[src/rtl/ctrl_pkg.sv]
// ctrl_pkg: shared definitions for the issue control pipeline.
//   - RV64 opcode constants recognised by the decoder
//   - ALUCTL_* ALU operation encodings (0 = no ALU operation)
//   - BRU_* branch unit encodings
//   - MDU_FUNCT7 marker for M-extension ops
//   - ctrl_lane_t: per-lane decoded control carried down the pipe
package ctrl_pkg;

    localparam logic [6:0] OPC_LUI      = 7'b0110111;
    localparam logic [6:0] OPC_AUIPC    = 7'b0010111;
    localparam logic [6:0] OPC_JAL      = 7'b1101111;
    localparam logic [6:0] OPC_JALR     = 7'b1100111;
    localparam logic [6:0] OPC_BRANCH   = 7'b1100011;
    localparam logic [6:0] OPC_LOAD     = 7'b0000011;
    localparam logic [6:0] OPC_STORE    = 7'b0100011;
    localparam logic [6:0] OPC_OP_IMM   = 7'b0010011;
    localparam logic [6:0] OPC_OP       = 7'b0110011;
    localparam logic [6:0] OPC_OP_IMM32 = 7'b0011011;
    localparam logic [6:0] OPC_OP32     = 7'b0111011;

    localparam logic [6:0] MDU_FUNCT7   = 7'b0000001;

    // Zero is reserved for "no ALU operation" so a cleared lane is unambiguous.
    localparam logic [4:0] ALUCTL_NONE = 5'd0;
    localparam logic [4:0] ALUCTL_ADD  = 5'd1;
    localparam logic [4:0] ALUCTL_SUB  = 5'd2;
    localparam logic [4:0] ALUCTL_SLL  = 5'd3;
    localparam logic [4:0] ALUCTL_SLT  = 5'd4;
    localparam logic [4:0] ALUCTL_SLTU = 5'd5;
    localparam logic [4:0] ALUCTL_XOR  = 5'd6;
    localparam logic [4:0] ALUCTL_SRL  = 5'd7;
    localparam logic [4:0] ALUCTL_SRA  = 5'd8;
    localparam logic [4:0] ALUCTL_OR   = 5'd9;
    localparam logic [4:0] ALUCTL_AND  = 5'd10;
    localparam logic [4:0] ALUCTL_LUI  = 5'd11;  // pass operand B
    localparam logic [4:0] ALUCTL_ADDW = 5'd12;
    localparam logic [4:0] ALUCTL_SUBW = 5'd13;
    localparam logic [4:0] ALUCTL_SLLW = 5'd14;
    localparam logic [4:0] ALUCTL_SRLW = 5'd15;
    localparam logic [4:0] ALUCTL_SRAW = 5'd16;

    localparam logic [3:0] BRU_NONE = 4'd0;
    localparam logic [3:0] BRU_JAL  = 4'd1;
    localparam logic [3:0] BRU_JALR = 4'd2;
    localparam logic [3:0] BRU_BEQ  = 4'd3;
    localparam logic [3:0] BRU_BNE  = 4'd4;
    localparam logic [3:0] BRU_BLT  = 4'd5;
    localparam logic [3:0] BRU_BGE  = 4'd6;
    localparam logic [3:0] BRU_BLTU = 4'd7;
    localparam logic [3:0] BRU_BGEU = 4'd8;

    typedef struct packed {
        logic       valid;
        logic       illegal;
        logic       alusrc;
        logic       alusrc_pc;
        logic [4:0] aluctl;
        logic [3:0] bruop;
        logic [3:0] mductl;    // {is_word, funct3}
        logic       memread;
        logic       memwrite;
        logic [2:0] rw_type;
        logic       regwrite;
    } ctrl_lane_t;

endpackage

[src/rtl/lane_decode.sv]
// lane_decode: combinational decoder for one issue lane.
// Ports:
//   i_valid  - slot holds a real instruction
//   i_opcode - 7-bit opcode, i_func3 - funct3, i_func7 - funct7
//   o_ctrl   - decoded control; all-zero when i_valid is low
// Lane placement: M-ext ops are legal only when LANE==MDU_LANE, loads and
// stores only when LANE==LSU_LANE. An illegal lane keeps valid=1 and
// illegal=1 with every other control field cleared.
module lane_decode
    import ctrl_pkg::*;
#(
    parameter int LANE     = 0,
    parameter int MDU_LANE = 0,
    parameter int LSU_LANE = 0
) (
    input  logic       i_valid,
    input  logic [6:0] i_opcode,
    input  logic [2:0] i_func3,
    input  logic [6:0] i_func7,
    output ctrl_lane_t o_ctrl
);

    localparam logic IS_MDU_LANE = (LANE == MDU_LANE);
    localparam logic IS_LSU_LANE = (LANE == LSU_LANE);

    ctrl_lane_t w_dec;
    logic       w_bad;
    logic [4:0] w_alu_base;

    // funct3 -> ALU op shared by OP and OP-IMM; bit 30 selects arithmetic shift.
    always_comb begin
        case (i_func3)
            3'b000:  w_alu_base = ALUCTL_ADD;
            3'b001:  w_alu_base = ALUCTL_SLL;
            3'b010:  w_alu_base = ALUCTL_SLT;
            3'b011:  w_alu_base = ALUCTL_SLTU;
            3'b100:  w_alu_base = ALUCTL_XOR;
            3'b101:  w_alu_base = i_func7[5] ? ALUCTL_SRA : ALUCTL_SRL;
            3'b110:  w_alu_base = ALUCTL_OR;
            default: w_alu_base = ALUCTL_AND;
        endcase
    end

    always_comb begin
        w_dec = '0;
        w_bad = 1'b0;
        case (i_opcode)
            OPC_LUI: begin
                w_dec.alusrc   = 1'b1;
                w_dec.aluctl   = ALUCTL_LUI;
                w_dec.regwrite = 1'b1;
            end
            OPC_AUIPC: begin
                w_dec.alusrc    = 1'b1;
                w_dec.alusrc_pc = 1'b1;
                w_dec.aluctl    = ALUCTL_ADD;
                w_dec.regwrite  = 1'b1;
            end
            OPC_JAL: begin
                w_dec.alusrc    = 1'b1;
                w_dec.alusrc_pc = 1'b1;
                w_dec.aluctl    = ALUCTL_ADD;
                w_dec.bruop     = BRU_JAL;
                w_dec.regwrite  = 1'b1;
            end
            OPC_JALR: begin
                w_dec.alusrc   = 1'b1;
                w_dec.aluctl   = ALUCTL_ADD;
                w_dec.bruop    = BRU_JALR;
                w_dec.regwrite = 1'b1;
            end
            OPC_BRANCH: begin
                w_dec.aluctl = ALUCTL_SUB;
                case (i_func3)
                    3'b000:  w_dec.bruop = BRU_BEQ;
                    3'b001:  w_dec.bruop = BRU_BNE;
                    3'b100:  w_dec.bruop = BRU_BLT;
                    3'b101:  w_dec.bruop = BRU_BGE;
                    3'b110:  w_dec.bruop = BRU_BLTU;
                    3'b111:  w_dec.bruop = BRU_BGEU;
                    default: w_bad = 1'b1;
                endcase
            end
            OPC_LOAD: begin
                w_bad          = !IS_LSU_LANE;
                w_dec.alusrc   = 1'b1;
                w_dec.aluctl   = ALUCTL_ADD;
                w_dec.memread  = 1'b1;
                w_dec.rw_type  = i_func3;
                w_dec.regwrite = 1'b1;
            end
            OPC_STORE: begin
                w_bad          = !IS_LSU_LANE;
                w_dec.alusrc   = 1'b1;
                w_dec.aluctl   = ALUCTL_ADD;
                w_dec.memwrite = 1'b1;
                w_dec.rw_type  = i_func3;
            end
            OPC_OP_IMM: begin
                w_dec.alusrc   = 1'b1;
                w_dec.aluctl   = w_alu_base;
                w_dec.regwrite = 1'b1;
            end
            OPC_OP: begin
                w_dec.regwrite = 1'b1;
                if (i_func7 == MDU_FUNCT7) begin
                    w_bad        = !IS_MDU_LANE;
                    w_dec.mductl = {1'b0, i_func3};
                end else if (i_func3 == 3'b000 && i_func7[5]) begin
                    w_dec.aluctl = ALUCTL_SUB;
                end else begin
                    w_dec.aluctl = w_alu_base;
                end
            end
            OPC_OP_IMM32: begin
                w_dec.alusrc   = 1'b1;
                w_dec.regwrite = 1'b1;
                case (i_func3)
                    3'b000:  w_dec.aluctl = ALUCTL_ADDW;
                    3'b001:  w_dec.aluctl = ALUCTL_SLLW;
                    3'b101:  w_dec.aluctl = i_func7[5] ? ALUCTL_SRAW : ALUCTL_SRLW;
                    default: w_bad = 1'b1;
                endcase
            end
            OPC_OP32: begin
                w_dec.regwrite = 1'b1;
                if (i_func7 == MDU_FUNCT7) begin
                    w_bad        = !IS_MDU_LANE;
                    w_dec.mductl = {1'b1, i_func3};
                end else begin
                    case (i_func3)
                        3'b000:  w_dec.aluctl = i_func7[5] ? ALUCTL_SUBW : ALUCTL_ADDW;
                        3'b001:  w_dec.aluctl = ALUCTL_SLLW;
                        3'b101:  w_dec.aluctl = i_func7[5] ? ALUCTL_SRAW : ALUCTL_SRLW;
                        default: w_bad = 1'b1;
                    endcase
                end
            end
            default: w_bad = 1'b1;
        endcase
    end

    // Valid gates everything; an illegal lane keeps only valid and illegal.
    always_comb begin
        o_ctrl = '0;
        if (i_valid) begin
            if (!w_bad) o_ctrl = w_dec;
            o_ctrl.valid   = 1'b1;
            o_ctrl.illegal = w_bad;
        end
    end

endmodule

[src/rtl/issue_ctrl_pipe.sv]
// issue_ctrl_pipe: N-wide decode-to-writeback control pipeline.
// Decodes ISSUE_NUM slots in D (lane_decode per lane) and carries the
// control through E, M and W registers.
// Ports:
//   clk, rst_n (async, active low)
//   validD/opcodeD/func3D/func7D - per-lane decode-stage inputs
//   stallE (hold E, bubble into M), flushE, flushM
//   validE/M/W, alusrcE, alusrc_pcE, aluctlE, mductlE, bruopE, illegalE
//   memreadM, memwriteM, RW_typeM (LSU_LANE), regwriteM, regwriteW
// Optional macro CTRL_PERF_CNT_EN adds retired_cnt and bubble_cnt (64-bit).
module issue_ctrl_pipe
    import ctrl_pkg::*;
#(
    parameter int ISSUE_NUM = 4,
    parameter int MDU_LANE  = ISSUE_NUM - 1,
    parameter int LSU_LANE  = 0
) (
    input  logic                   clk,
    input  logic                   rst_n,
    input  logic [ISSUE_NUM-1:0]   validD,
    input  logic [7*ISSUE_NUM-1:0] opcodeD,
    input  logic [3*ISSUE_NUM-1:0] func3D,
    input  logic [7*ISSUE_NUM-1:0] func7D,
    input  logic                   stallE,
    input  logic                   flushE,
    input  logic                   flushM,
    output logic [ISSUE_NUM-1:0]   validE,
    output logic [ISSUE_NUM-1:0]   validM,
    output logic [ISSUE_NUM-1:0]   validW,
    output logic [ISSUE_NUM-1:0]   alusrcE,
    output logic [ISSUE_NUM-1:0]   alusrc_pcE,
    output logic [5*ISSUE_NUM-1:0] aluctlE,
    output logic [3:0]             mductlE,
    output logic [4*ISSUE_NUM-1:0] bruopE,
    output logic                   memreadM,
    output logic                   memwriteM,
    output logic [2:0]             RW_typeM,
    output logic [ISSUE_NUM-1:0]   regwriteM,
    output logic [ISSUE_NUM-1:0]   regwriteW,
    output logic [ISSUE_NUM-1:0]   illegalE
`ifdef CTRL_PERF_CNT_EN
    ,
    output logic [63:0]            retired_cnt,
    output logic [63:0]            bubble_cnt
`endif
);

    ctrl_lane_t w_dec [ISSUE_NUM];
    ctrl_lane_t r_e   [ISSUE_NUM];
    ctrl_lane_t r_m   [ISSUE_NUM];
    logic [ISSUE_NUM-1:0] r_validW;
    logic [ISSUE_NUM-1:0] r_regwriteW;

    for (genvar g = 0; g < ISSUE_NUM; g++) begin : g_lane
        lane_decode #(
            .LANE     (g),
            .MDU_LANE (MDU_LANE),
            .LSU_LANE (LSU_LANE)
        ) u_dec (
            .i_valid  (validD[g]),
            .i_opcode (opcodeD[7*g +: 7]),
            .i_func3  (func3D[3*g +: 3]),
            .i_func7  (func7D[7*g +: 7]),
            .o_ctrl   (w_dec[g])
        );
    end

    // flush outranks stall in both stages; a stall holds E and bubbles M.
    always_ff @(posedge clk or negedge rst_n) begin
        if (!rst_n) begin
            for (int i = 0; i < ISSUE_NUM; i++) begin
                r_e[i] <= '0;
                r_m[i] <= '0;
            end
            r_validW    <= '0;
            r_regwriteW <= '0;
        end else begin
            for (int i = 0; i < ISSUE_NUM; i++) begin
                if (flushE)       r_e[i] <= '0;
                else if (!stallE) r_e[i] <= w_dec[i];

                if (flushM || stallE) r_m[i] <= '0;
                else                  r_m[i] <= r_e[i];

                r_validW[i]    <= r_m[i].valid;
                r_regwriteW[i] <= r_m[i].regwrite;
            end
        end
    end

    always_comb begin
        for (int i = 0; i < ISSUE_NUM; i++) begin
            validE[i]          = r_e[i].valid;
            alusrcE[i]         = r_e[i].alusrc;
            alusrc_pcE[i]      = r_e[i].alusrc_pc;
            aluctlE[5*i +: 5]  = r_e[i].aluctl;
            bruopE[4*i +: 4]   = r_e[i].bruop;
            illegalE[i]        = r_e[i].illegal;
            validM[i]          = r_m[i].valid;
            regwriteM[i]       = r_m[i].regwrite;
        end
        mductlE   = r_e[MDU_LANE].mductl;
        memreadM  = r_m[LSU_LANE].memread;
        memwriteM = r_m[LSU_LANE].memwrite;
        RW_typeM  = r_m[LSU_LANE].rw_type;
    end

    assign validW    = r_validW;
    assign regwriteW = r_regwriteW;

    // Fields that only matter on the dedicated MDU/LSU lanes are still
    // stored per lane; fold them here so they are visibly consumed.
    logic w_unused_fields;
    always_comb begin
        w_unused_fields = 1'b0;
        for (int i = 0; i < ISSUE_NUM; i++) begin
            w_unused_fields = w_unused_fields ^ (^r_e[i]) ^ (^r_m[i]);
        end
    end

`ifdef CTRL_PERF_CNT_EN
    logic [ISSUE_NUM-1:0] r_illegalW;
    logic [63:0]          r_retired_cnt;
    logic [63:0]          r_bubble_cnt;
    logic [63:0]          w_retire_inc;

    always_comb begin
        w_retire_inc = '0;
        for (int i = 0; i < ISSUE_NUM; i++) begin
            w_retire_inc = w_retire_inc + 64'(r_validW[i] & ~r_illegalW[i]);
        end
    end

    always_ff @(posedge clk or negedge rst_n) begin
        if (!rst_n) begin
            r_illegalW    <= '0;
            r_retired_cnt <= '0;
            r_bubble_cnt  <= '0;
        end else begin
            for (int i = 0; i < ISSUE_NUM; i++) r_illegalW[i] <= r_m[i].illegal;
            r_retired_cnt <= r_retired_cnt + w_retire_inc;
            r_bubble_cnt  <= r_bubble_cnt + 64'(stallE | flushE);
        end
    end

    assign retired_cnt = r_retired_cnt;
    assign bubble_cnt  = r_bubble_cnt;
`endif

endmodule

[config.mk]
export PLATFORM = sky130hd
export DESIGN_NAME = issue_ctrl_pipe
export DESIGN_NICKNAME = d
export VERILOG_FILES = /design/src/rtl/ctrl_pkg.sv /design/src/rtl/lane_decode.sv /design/src/rtl/issue_ctrl_pipe.sv
export SDC_FILE = /design/constraint.sdc
export NUM_CORES = 1
export LEC_CHECK = 0
export ABC_AREA = 1
export CORE_AREA = 2 2 144 90
export CTS_CLUSTER_SIZE = 14
export DETAILED_ROUTE_END_ITERATION = 8
export DIE_AREA = 0 0 146 92
export GPL_ROUTABILITY_DRIVEN = 1
export PLACE_DENSITY = 0.86
export SETUP_SLACK_MARGIN = 0.4
export SLEW_MARGIN = 15
export SYNTH_ARGS = -nofsm -noshare
export SYNTH_HDL_FRONTEND = slang
export SYNTH_HIERARCHICAL = 1
export SYNTH_SLANG_ARGS = --single-unit
[constraint.sdc]
create_clock -name clk -period 1.3 [get_ports clk]
set_clock_uncertainty 0.2 [all_clocks]
set_input_delay 0.195 -clock clk [delete_from_list [all_inputs] [get_ports clk]]
set_output_delay 0.195 -clock clk [all_outputs]
set_load 0.02 [all_outputs]
==> results.md <==
Layout:
- Once layout is complete, the utilization of the core stands at 0.945.
- The area growth from synthesis to layout is 85.5%.
- The share of post-route cells with drive strength above 1 is 0.597.
- The number of inserted diodes is 0.
- The final-stage net count is between 1000 and 1500.
- The finished cells cover roughly 12000 sq um.

Synthesis:
- The mean area per synthesized cell is roughly 6.5 sq um.
- The synthesis warning total is 6.
- The post-synthesis instance area is ~6300 sq um.
- The cell count after synthesis came out at 960.
- The post-synth net total is 1037.

Pwr:
- The share of total power dissipated in sequential elements is 0.368.
- For this design the ratio of total power to cell area is roughly 630 nW/um^2.
- The proportion of total power due to net switching is 0.343.
- The leakage power figure is 6.05 nW.
- The internal portion of the total power is around 4.9 mW.
- Overall power consumption after layout is estimated at roughly 7.4 mW.
- The combinational share of power is 0.277.
- IR analysis of the VDD net gives a maximum drop of just under 0.7 mV.
- The proportion of power drawn by the clock network is 0.355.
- In this run the power spent charging and discharging nets is approximately 2.5 mW.

Die:
- After floorplanning, the core was sized to cover roughly 12000 sq um.
- The floorplan has 32 rows.
- The die width is 146 um.
- The top-level port count is around 150.
- The floorplan step defined a die boundary enclosing approximately 13000 sq um.
- The starting utilization of the core area is 0.510.
- The die extent in y is around 90 um.

Global routing:
- The initial antenna violation count is 0.
- For this run, the total global-route usage over all layers was measured as 0.387.
- The global-route congestion overflow total is 0.
- Entering global routing, the biggest net connects between 50 and 60 pins.
- The number of global-route vias before repair came to 8045.
- The first-pass GRT wire length is a little over 40000 um.

Clocking:
- The clock net in this run drives a total of 86 sinks.
- The TritonCTS clock tree is done.
- The H-tree was split into 3 levels.
- CTS placed an instance of sky130_fd_sc_hd__clkbuf_16 at the clock tree root.
- The clock transition time at the flip-flop clock pins of the worst setup and hold paths is 0.08 ns.
- Buffers inserted during clock tree synthesis total 9.
- The clock reaches the later pin of the worst-skew pair after about 0.35 ns.
- The clock passes through at most 2 buffers.

Place:
- The total half-perimeter wirelength after legalization and detailed placement is ~15000 um.
- The placed standard-cell area is 9280 sq um.
- At the placement stage, the worst setup path has a slack of -0.860 ns.
- The routability congestion estimate from global placement is approximately 0.99.
- The number of I/O port buffers is about 150.

STA:
- The count of endpoints failing setup in the final report is 80.
- Setup repair after global routing could not meet its margin everywhere.
- For the pin with the worst max-slew slack, the measured transition is 0.383 ns.
- The final hold violation count was 86.
- The number of max-slew violations in the final report is 0.
- The timing-limited maximum frequency is 582 MHz.
- The time the worst path needs with I/O delays and setup is 1.72 ns.
- The share of the cycle needed by the critical path after routing is 1.32.
- Measured against its own limit, the worst slew margin works out to 0.742.
- On the final layout, the worst hold slack is -0.493 ns.
- In the post-route analysis, the smallest setup slack over all paths is -0.420 ns.

Worst setup path:
- By startpoint and endpoint, the worst setup path is classified as primary input to flop.
- Among the stages of the critical path, the cell type that occurs most often is sky130_fd_sc_hd__nand2_1.
- Walking the worst path, the cells encountered are clkdlybuf4s15_2, inv_4, nor2_4, nor2_1, nand2_1, nand2_1, nand2_2, nor2_4, nand3_4, nor2_1, nand2_1, nand2_1.
- The highest-delay cell along the critical path is sky130_fd_sc_hd__clkdlybuf4s15_2.
- The critical path required time is 1.39 ns.
- The data arrival time of the critical path is 1.81 ns.
- In this run the worst path has a maximum fanout of 7.
- STA classifies the critical path startpoint as a primary input.
- The stage delay of the slowest cell on the critical path is ~0.22 ns.
- The worst setup path is captured at a flop.

Routing:
- The detailed-route vias per instance is ~6.5.
- The iteration count of the initial detailed-routing pass is 6.
- The via total after detailed routing is about 9500.
- The total DRC errors in the routed layout is 0.
- The final routed wire length divided by cell count is between 20 and 25 um.
- After detailed routing, the total wire length is ~36000 um.
- After the first detailed-routing iteration, the DRC count stood at 1497.
- The count of nets left with antenna violations once routing finished came out at 0.

Run:
- The max-capacitance violation count is 0.

Run status:
- The final reports fail on hold timing, setup timing.
- The run finished, with violations left.

Hold path:
- The min-delay analysis places its worst path in the category primary input to async pin.
[flip-flops by register name (all words and copies together), names as in the netlist]
signal and count:
alusrcE 4, bruopE 16, regwriteM 4, regwriteW 4
aluctlE 20, validW 4, illegalE 4, r_e 9
memreadM 1, RW_typeM 3, memwriteM 1, alusrc_pcE 4
validE 4, validM 4, mductlE 4
[power by group through the flow]
stage / Sequential, mW / Combinational, mW / Clock [mW]
2_1_floorplan: 2.77 / 0.676 / 0
3_3_place_gp: 2.76 / 1.43 / 0
3_5_place_dp: 2.76 / 1.45 / 0
4_1_cts: 2.72 / 1.67 / 2.49
5_1_grt: 2.72 / 2.10 / 2.69
6_report: 2.72 / 2.05 / 2.62
[routing by layer]
metal	vias up	routed length, um	global-route usage
met5	-	0	0
met4	0	3720	0.137
met3	444	5180	0.0851
met2	1131	15600	0.635
met1	4325	12000	0.510
li1	3644	-	-
[placed cells by master, fill, tap and decap left out, drive strengths merged, types with 2 or more instances in the layout]
master           n
nor2           158
clkinvlp         2
clkinv           7
a22oi            2
buf            389
dlygate4sd2     12
nand3          121
o21ai           27
a21oi           34
clkdlybuf4s15    4
inv            111
nand4           13
nor4             3
clkbuf          10
nor3            18
o211ai           4
nand2          289
dfrtp           86
[layout make-up]
type	count	area, sq um
multi-input cells	675	4630
repair buffers	407	3810
flip-flops and latches	86	2160
fillers	343	674
inverters	113	574
clock buffers	9	225
well taps	170	213
clock inverters	7	56.3
[worst max-delay path: cells and delay by family]
kind,cells,cell delay (ns)
simple gates,10,1.26
buf+inv,2,0.33
[stage by stage]
step / setup TNS, ns / cells
4_1_cts: -0.755 / 1431
5_1_grt: -10.68 / 1467
2_1_floorplan: -0.659 / 960
6_report: -8.43 / 1467
3_3_place_gp: -44.83 / 1361
3_5_place_dp: -47.44 / 1361
[final timing paths]
path | start | to | slack [ns] | depth (start not counted)
worst max-delay path | func3D[2] | aluctlE[1] | -0.42 | 12
worst min-delay path | rst_n | regwriteW[3] | -0.49 | 1
worst max register to register | aluctlE[18] | aluctlE[18] | 0.07 | 5
worst min register to register | validM[1] | validW[1] | 0.21 | 0
max in group asynchronous | rst_n | illegalE[1] | 0.85 | 2
min in group clk | func3D[0] | bruopE[3] | 0.13 | 5
[what timing repair did]
action	in CTS	in global routing
setup buffers	52	36
pin swaps	179	123
gates resized for setup	946	178
hold endpoints to repair	86	86
cloned	2	0
setup endpoints to repair	155	152
(Power assumes the default switching activity.)
